[src/rtl/dm_load_unit_pkg.sv]
// Shared address map and load-select codes for the M-stage load path.
package dm_load_unit_pkg;

    localparam logic [31:0] START_ADDR_DM  = 32'h0000_0000;
    localparam logic [31:0] END_ADDR_DM    = 32'h0000_2FFF;
    localparam logic [31:0] START_ADDR_TC1 = 32'h0000_7F00;
    localparam logic [31:0] END_ADDR_TC1   = 32'h0000_7F0B;
    localparam logic [31:0] START_ADDR_TC2 = 32'h0000_7F10;
    localparam logic [31:0] END_ADDR_TC2   = 32'h0000_7F1B;
    localparam logic [31:0] START_ADDR_INT = 32'h0000_7F20;
    localparam logic [31:0] END_ADDR_INT   = 32'h0000_7F23;

    localparam logic [2:0] LD_W  = 3'd0;
    localparam logic [2:0] LD_H  = 3'd1;
    localparam logic [2:0] LD_HU = 3'd2;
    localparam logic [2:0] LD_B  = 3'd3;
    localparam logic [2:0] LD_BU = 3'd4;

    function automatic logic in_range(input logic [31:0] a, input logic [31:0] lo,
                                      input logic [31:0] hi);
        return (a >= lo) && (a <= hi);
    endfunction

endpackage

[src/rtl/dm_load_unit_ext.sv]
// Byte/half select and sign/zero extension of a returned read word.
module dm_load_unit_ext
    import dm_load_unit_pkg::*;
(
    input  logic [31:0] rdata,
    input  logic [1:0]  offset,
    input  logic [2:0]  sel,
    output logic [31:0] data
);

    logic [7:0]  lanes [4];
    logic [7:0]  byte_val;
    logic [15:0] half_val;

    for (genvar gi = 0; gi < 4; gi++) begin : g_lane
        assign lanes[gi] = rdata[8*gi +: 8];
    end

    assign byte_val = lanes[offset];
    assign half_val = offset[1] ? rdata[31:16] : rdata[15:0];

    always_comb begin
        data = rdata;
        case (sel)
            LD_H:    data = {{16{half_val[15]}}, half_val};
            LD_HU:   data = {16'h0000, half_val};
            LD_B:    data = {{24{byte_val[7]}}, byte_val};
            LD_BU:   data = {24'h00_0000, byte_val};
            default: data = rdata;
        endcase
    end

endmodule

[src/rtl/dm_load_unit.sv]
// M-stage load unit: AdEL detection, single-outstanding read issue, response wait and extension.
module dm_load_unit
    import dm_load_unit_pkg::*;
(
    input  logic        clk,
    input  logic        reset,
    input  logic        req_valid,
    input  logic [31:0] addr,
    input  logic [2:0]  load_sel,
    input  logic        add_ovf,
    input  logic        int_req,
    output logic        bus_ren,
    output logic [31:0] bus_addr,
    input  logic [31:0] bus_rdata,
    input  logic        bus_rvalid,
    output logic        stall,
    output logic        adel,
    output logic [31:0] ld_data,
    output logic        ld_valid
);

    typedef enum logic [1:0] {S_IDLE, S_WAIT, S_DONE, S_DRAIN} state_t;

    state_t      state_q, state_d;
    logic [1:0]  off_q, off_d;
    logic [2:0]  sel_q, sel_d;
    logic [31:0] ld_data_q, ld_data_d;
    logic [31:0] ext_data;

    logic mapped, misalign, narrow_io, reserved_sel;

    always_comb begin
        mapped = in_range(addr, START_ADDR_DM, END_ADDR_DM)
               | in_range(addr, START_ADDR_TC1, END_ADDR_TC1)
               | in_range(addr, START_ADDR_TC2, END_ADDR_TC2)
               | in_range(addr, START_ADDR_INT, END_ADDR_INT);
        case (load_sel)
            LD_W:         misalign = (addr[1:0] != 2'b00);
            LD_H, LD_HU:  misalign = addr[0];
            default:      misalign = 1'b0;
        endcase
        // Peripheral registers only support full-word access.
        narrow_io    = (load_sel != LD_W) && (addr >= START_ADDR_TC1) && mapped;
        reserved_sel = (load_sel > LD_BU);
        adel = req_valid & (add_ovf | misalign | ~mapped | narrow_io | reserved_sel);
    end

    dm_load_unit_ext u_ext (
        .rdata  (bus_rdata),
        .offset (off_q),
        .sel    (sel_q),
        .data   (ext_data)
    );

    always_comb begin
        state_d   = state_q;
        off_d     = off_q;
        sel_d     = sel_q;
        ld_data_d = ld_data_q;
        bus_ren   = 1'b0;
        stall     = 1'b0;
        case (state_q)
            S_IDLE: begin
                if (req_valid && !adel && !int_req) begin
                    bus_ren = 1'b1;
                    stall   = 1'b1;
                    off_d   = addr[1:0];
                    sel_d   = load_sel;
                    state_d = S_WAIT;
                end
            end
            S_WAIT: begin
                stall = 1'b1;
                if (int_req) begin
                    // A response arriving with the flush is the drained one.
                    state_d = bus_rvalid ? S_IDLE : S_DRAIN;
                end else if (bus_rvalid) begin
                    ld_data_d = ext_data;
                    state_d   = S_DONE;
                end
            end
            S_DONE: begin
                state_d = S_IDLE;
            end
            S_DRAIN: begin
                stall = req_valid;
                if (bus_rvalid) begin
                    state_d = S_IDLE;
                end
            end
            default: state_d = S_IDLE;
        endcase
    end

    always_ff @(posedge clk or posedge reset) begin
        if (reset) begin
            state_q   <= S_IDLE;
            off_q     <= 2'b00;
            sel_q     <= 3'b000;
            ld_data_q <= 32'h0000_0000;
        end else begin
            state_q   <= state_d;
            off_q     <= off_d;
            sel_q     <= sel_d;
            ld_data_q <= ld_data_d;
        end
    end

    assign bus_addr = {addr[31:2], 2'b00};
    assign ld_data  = ld_data_q;
    assign ld_valid = (state_q == S_DONE);

endmodule

[config.mk]
export PLATFORM = sky130hd
export DESIGN_NAME = dm_load_unit
export DESIGN_NICKNAME = d
export VERILOG_FILES = /design/src/rtl/dm_load_unit_pkg.sv /design/src/rtl/dm_load_unit_ext.sv /design/src/rtl/dm_load_unit.sv
export SDC_FILE = /design/constraint.sdc
export NUM_CORES = 1
export LEC_CHECK = 0
export ABC_AREA = 1
export BUFFER_PORTS_ARGS = -buffer_cell sky130_fd_sc_hd__buf_2
export CORE_ASPECT_RATIO = 1.25
export CORE_MARGIN = 2
export CORE_UTILIZATION = 35
export CTS_BUF_LIST = sky130_fd_sc_hd__clkbuf_4 sky130_fd_sc_hd__clkbuf_8
export DETAILED_ROUTE_END_ITERATION = 16
export SYNTH_ARGS = -nofsm -noshare
export SYNTH_HDL_FRONTEND = slang
export SYNTH_HIERARCHICAL = 1
export SYNTH_SLANG_ARGS = --single-unit
[constraint.sdc]
create_clock -name clk -period 2.1 [get_ports clk]
set_input_delay 0.42 -clock clk [delete_from_list [all_inputs] [get_ports clk]]
set_output_delay 0.42 -clock clk [all_outputs]
set_load 0.005 [all_outputs]
==> impl_metrics.csv, run 1 <==
group,metric,value,unit
cts,cts_made_buffers,5,
die,start_util,35.9,%
synth,synth_cells,451,
job,maxCapViolations,0,
final_layout,antenna_cells,0,
timing,fin_crit_sh,96.7,%
synth,syn_area,3260,sq um
cts,clkLatencyLatePin,0.31,ns
worst_hold_path,hold_path_class,"input port to asynchronous set/reset pin",
synth,synth-seq-cells,39,
setup_path,r2r-start,"off_q[0]",
route,drc,0,
setup_path,worstPathCellList,"buf_6 > nor2_2 > nand2_1 > nor2_2 > nand3_1 > nor2_1 > nor2_1 > nor2_2 > nand3_2 > inv_4 > nand2_4 > nand2_1 > buf_2",
setup_path,start_kind,"input port",
die,core.rowCount,39,
cts,cts_buffer_depth,2,
global_routing,grt_max_degree,40,
setup_path,crit_family,"simple AND/OR/NAND/NOR gates",
setup_path,crit_type,"input port to primary output",
cts,clk_pin_slew_worst_paths,0.09,ns
cts,htree_levels,2,
timing,max-slew-margin-rel,65.0,%
die,ios,141,
global_routing,grt-ovfl-total,0,
route,drtIter0Drc,167,
status,outcome,"complete, no violations",
setup_path,cp_slowest_cell,"nor2_2",
final_layout,nets,629,
setup_path,critPathBufInv,3,
timing,finalHoldViolations,0,
setup_path,reg2reg_to,"ld_data[9]",
setup_path,max_stage_delay,0.14,ns
power_and_ir_drop,ir_drop,0.000337,V
timing,fin_worst_skew,0.00955,ns
timing,drv_slew,0,
global_routing,grt_pass1_vias,2974,
route,postRouteWirelength,8.87,mm
setup_path,reg2reg_slack,0.40,ns
setup_path,arrival,1.61,ns
timing,period_needed,2.03,ns
setup_path,cpMostUsedCell,"nor2_2",
final_layout,area_growth,23.7,%
placement,io_buffers,138,
cts,cts.sinks,39,
die,die_x,90.3,microns
setup_path,worstPathMaxFanout,3,
placement,dp_hpwl,6.60,mm
synth,ys_seq_area_share,29.9,%
route,antenna_left,0,
synth,ys_warn_count,6,
setup_path,critPathRequiredTime,1.68,ns
setup_path,r2r_cells,7,
route,first_pass_iters,4,
synth,synth_cell_types,29,
route,wire_per_inst,13.0,microns
die,die_area,10100,sq um
placement,place_congestion,0.879,
timing,setup_viol,0,
global_routing,grt_pass1_wl,14.1,mm
die,dieHeight,112,microns
timing,max_freq,0.492,GHz
timing,finalWorstSetupSlack,0.0690,ns
power_and_ir_drop,cellLeakagePower,2.29,nW
power_and_ir_drop,p_per_area,690,nW/um^2
route,vias,3238,
global_routing,grt_use_total,17.0,%
cts,cts_tree,"done",
die,core,9080,sq um
final_layout,final_cell_mix,"nand2_1, buf_2, dfrtp_1",
final_layout,final_common_cell,"nand2_1",
setup_path,worstSetupEndpointType,"primary output",
power_and_ir_drop,p_total,0.00278,W
placement,place_ws,0.0477,ns
cts,cts_root_buf,"clkbuf_8",
global_routing,antenna_found_initial,0,
timing,rsz0062_at_grt,"true",
synth,syn_avg_cell_area,7.23,sq um
final_layout,fillers,979,
route,vias_per_cell,4.76,
timing,tightest_slew,0.526,ns
final_layout,drive_above_1_share,43.4,%
==> how the worst max path moves through the flow <==
stage | startpoint | end | slack (ns) | depth (start not counted)
after floorplan | addr[20] | stall | 0.37 | 11
after global placement | addr[22] | stall | 0.07 | 13
after detailed placement | addr[22] | stall | 0.05 | 13
after CTS | addr[22] | stall | 0.04 | 13
after global routing | addr[26] | stall | -0.07 | 13
final | addr[26] | stall | 0.07 | 13
==> per-stage QoR <==
stage               setup TNS, ns  utilization (%)  cell area, sq um  hold slack, ns  instances
floorplan                       0                -              3260           0.437        452
global placement                0             41.8              3790           0.475        670
detailed placement              0             41.8              3790           0.480        670
CTS                             0             42.8              3880           0.259        678
global route               -0.124             44.4              4030           0.308        680
finish                          0             44.4              4030           0.239        680
==> state kept, by name, summed over array words and instances (netlist names) <==
name / count
ld_data: 32
off_q: 2
sel_q: 3
state_q: 2
==> kinds of logic after synthesis <==
kind of cell | after synthesis | synth area share, %
simple gates | 273 | 39.4
buf+inv | 77 | 14.8
flops | 39 | 29.9
compound gates | 29 | 4.68
other cells | 1 | 0.115
mux | 32 | 11.1
==> synth_stat cells, drive strengths merged <==
master	count	share of area [%]
buf	49	11
nand2	185	23
inv	27	3.2
o21ai	21	3.2
conb	1	0.12
nand3	52	11
nor4	1	0.19
a211oi	1	0.23
mux2	32	11
clkinv	1	0.15
nor2	32	4.6
o21a	1	0.23
nor3	3	0.61
dfrtp	39	30
a21oi	5	0.77
a21o	1	0.23
==> cell type report <==
type | count | area [sq um] | share of cell area, %
flip-flops and latches | 39 | 976 | 24.2
well taps | 123 | 154 | 3.82
clock inverters | 3 | 20.0 | 0.497
multi-input cells | 336 | 1850 | 45.8
clock buffers | 5 | 68.8 | 1.71
inverters | 28 | 110 | 2.73
repair buffers | 146 | 855 | 21.2
==> worst min-delay path: cells and delay by family <==
kind	cells	cell delay [ns]
buffers and inverters	3	0.59
==> where the power goes <==
group / internal (W) / switching, W
sequential: 0.00106 / 0.000154
combinational: 0.000596 / 0.000441
clock: 0.000231 / 0.000299
==> what timing repair did <==
| action | 4_1_cts | 5_1_grt |
|---|---|---|
| hold buffers | 0 | 0 |
| setup buffers | 0 | 2 |
| setup endpoints to repair | 0 | 2 |
| gates resized for setup | 0 | 29 |
| hold endpoints to repair | 0 | 0 |
==> layer usage <==
layer / up-vias / wire [microns] / global-route usage, % / part of all wire (%)
li1: 1614 / - / - / -
met1: 1501 / 3560 / 20.7 / 40
met2: 107 / 4650 / 29.8 / 52
met3: 16 / 470 / 3.38 / 5.3
met4: 0 / 180 / 6.26 / 2.0
met5: - / 0 / 0 / 0
(Power assumes the default switching activity.)
==> run 2: changes to the inputs <==
--- a/config.mk
+++ b/config.mk
@@ -5,13 +5,14 @@
 export SDC_FILE = /design/constraint.sdc
 export NUM_CORES = 1
 export LEC_CHECK = 0
-export ABC_AREA = 1
 export BUFFER_PORTS_ARGS = -buffer_cell sky130_fd_sc_hd__buf_2
+export CAP_MARGIN = 20
 export CORE_ASPECT_RATIO = 1.25
 export CORE_MARGIN = 2
 export CORE_UTILIZATION = 35
 export CTS_BUF_LIST = sky130_fd_sc_hd__clkbuf_4 sky130_fd_sc_hd__clkbuf_8
 export DETAILED_ROUTE_END_ITERATION = 16
+export PLACE_DENSITY = 0.72
 export SYNTH_ARGS = -nofsm -noshare
 export SYNTH_HDL_FRONTEND = slang
 export SYNTH_HIERARCHICAL = 1
==> impl_metrics.csv, run 2 <==
group,metric,value,unit
setup_path,arrival,1.75,ns
cts,clkLatencyLatePin,0.29,ns
global_routing,grt_use_total,16.5,%
placement,place_congestion,0.885,
setup_path,worstPathCellList,"buf_8 > and4b_2 > a31oi_4 > a2111oi_4 > nand3_2 > and2_4 > buf_6",
die,core,7750,sq um
cts,cts_buffer_depth,2,
final_layout,drive_above_1_share,57.9,%
setup_path,r2r-start,"sel_q[2]",
cts,cts_tree,"done",
synth,ys_seq_area_share,35.0,%
route,antenna_left,0,
timing,whs,0.232,ns
route,vias,2463,
timing,finalWorstSetupSlack,-0.0702,ns
die,ios,141,
status,violations,"negative setup slack",
power_and_ir_drop,cellLeakagePower,1.96,nW
synth,synth_top_area_share,35.0,%
setup_path,start_kind,"input port",
setup_path,critPathRequiredTime,1.68,ns
timing,period_needed,2.17,ns
synth,synth.most_common_cell,"dfrtp_1",
final_layout,final_cell_mix,"buf_2, dfrtp_1, mux2_2",
cts,htree_levels,2,
final_layout,largest_reg_flops,32,
synth,synth_top_cell_by_area,"dfrtp_1",
synth,synthTopCellsByCount,"dfrtp_1, mux2_2, buf_4",
route,drtIter0Drc,131,
power_and_ir_drop,ir_drop,0.000293,V
synth,syn_avg_cell_area,10.2,sq um
die,core.rowCount,36,
synth,synth_flop_cell,"dfrtp_1",
setup_path,critPathBufInv,2,
status,outcome,"finished, violations left",
power_and_ir_drop,p_per_area,453,nW/um^2
placement,dp_hpwl,5.68,mm
die,dieHeight,104,microns
placement,place_inst,481,
placement,place_ws,-0.114,ns
synth,synth-seq-cells,39,
route,vias_per_cell,5.01,
setup_path,worstPathMaxFanout,4,
timing,fin_crit_sh,103,%
setup_path,cp_slowest_cell,"a2111oi_4",
die,start_util,36.0,%
route,drc,0,
setup_path,reg2reg_slack,0.24,ns
timing,finalHoldViolations,0,
global_routing,grt_pass1_vias,2557,
global_routing,grt-ovfl-total,0,
synth,async_flop_share,100,%
cts,cts.sinks,39,
placement,io_buffers,138,
job,maxCapViolations,0,
synth,syn_area,2790,sq um
worst_hold_path,hold_path_class,"input port to asynchronous set/reset pin",
setup_path,crit_family,"simple AND/OR/NAND/NOR gates",
timing,fin_worst_skew,0.00529,ns
die,die_x,83.9,microns
synth,synth_edf_count,0,
timing,setup_viol,3,
timing,max-slew-margin-rel,63.2,%
route,wire_per_inst,14.8,microns
global_routing,grt_max_degree,40,
setup_path,worstSetupEndpointType,"primary output",
timing,rsz0062_at_grt,"true",
synth,synth.area.top_cells,"dfrtp_1, mux2_2, buf_4",
setup_path,r2r_cells,6,
final_layout,fin_util,47.2,%
final_layout,antenna_cells,0,
die,die_area,8710,sq um
setup_path,crit_type,"input port to primary output",
global_routing,grt_pass1_wl,12.1,mm
final_layout,nets,469,
timing,drv_slew,0,
power_and_ir_drop,p_total,0.00165,W
synth,synth_cell_types,54,
synth,ys_warn_count,6,
timing,max_freq,0.461,GHz
final_layout,final_common_cell,"buf_2",
synth,synth_cells,273,
setup_path,reg2reg_to,"ld_data[26]",
route,first_pass_iters,4,
timing,tightest_slew,0.548,ns
setup_path,max_stage_delay,0.38,ns
route,postRouteWirelength,7.29,mm
final_layout,area_growth,30.9,%
final_layout,fillers,765,
global_routing,antenna_found_initial,0,
final_layout,stdcell_count,492,
cts,cts_root_buf,"clkbuf_8",
cts,clk_pin_slew_worst_paths,0.09,ns
cts,cts_made_buffers,5,
-- run 2: cell count changes in the layout (fill, tap and decap cells not counted), sizes merged, moves of 6 or more --
cell | before | now
mux2 | 32 | 39
o221ai | 0 | 7
nand2 | 185 | 4
a21o | 1 | 18
mux2i | 0 | 11
buf | 146 | 162
maj3 | 0 | 7
nor3 | 3 | 9
inv | 28 | 18
o21ai | 21 | 5
a21boi | 0 | 8
nor2 | 32 | 9
nand3 | 52 | 10
-- run 2: cells by family (layout without fill, tap and decap cells) --
kind of cell | Yosys count | count (layout) | share of synthesized area [%]
compound gates | 54 | 54 | 15.4
mux | 50 | 50 | 19.8
xor+xnor | 2 | 2 | 0.628
buf+inv | 64 | 187 | 14.4
flops | 39 | 39 | 35.0
fa+ha+maj | 7 | 7 | 2.51
other cells | 1 | 2 | 0.134
simple gates | 56 | 56 | 12.1
-- run 2: metal layers --
layer  vias to the layer above  wire [microns]  share of wire, %  track usage [%]
met3                        16             411               5.6             3.59
met5                         -               0                 0                0
li1                       1191               -                 -                -
met4                         0             180               2.5             5.30
met1                      1161            2930                40             19.7
met2                        95            3770                52             29.1
-- run 2: metrics by stage --
step / area, sq um / TNS, ns
final: 3650 / -0.154
after global routing: 3650 / -0.432
after floorplan: 2800 / 0
after global placement: 3440 / -0.228
after CTS: 3580 / -0.162
after detailed placement: 3440 / -0.253
-- run 2: worst min-delay path, delay by kind of cell --
kind | cells | cell delay, ns
buf+inv | 3 | 0.55
-- run 2: power by group --
part           total [W]  switching [W]  internal [W]  leakage [nW]
logic           0.000326       0.000146      0.000180          1.39
clock network   0.000530       0.000292      0.000238        0.0408
registers       0.000798      0.0000157      0.000782         0.535
total            0.00165       0.000454       0.00120          1.96
-- run 2: final cells by class --
| type | count | area (sq um) | area share [%] |
|---|---|---|---|
| clock inverter | 3 | 23.8 | 0.651 |
| timing repair buffer | 162 | 912 | 25.0 |
| inverter | 17 | 63.8 | 1.75 |
| sequential | 39 | 976 | 26.7 |
| multi-input combinational | 171 | 1490 | 40.8 |
| clock buffer | 5 | 68.8 | 1.88 |
| tap | 95 | 119 | 3.25 |
-- run 2: worst max-delay path by stage --
stage	slack (ns)	end	start	cells past startpoint
finish	-0.07	adel	addr[15]	7
global route	-0.17	stall	addr[15]	7
CTS	-0.07	adel	addr[15]	7
detailed placement	-0.11	adel	load_sel[0]	7
global placement	-0.11	adel	load_sel[0]	7
floorplan	0.13	stall	load_sel[0]	5
-- run 2: what timing repair did --
item,4_1_cts,5_1_grt
gates resized for setup,8,13
setup endpoints to repair,3,8
setup buffers,2,0
pin swaps,1,1
hold buffers,0,0
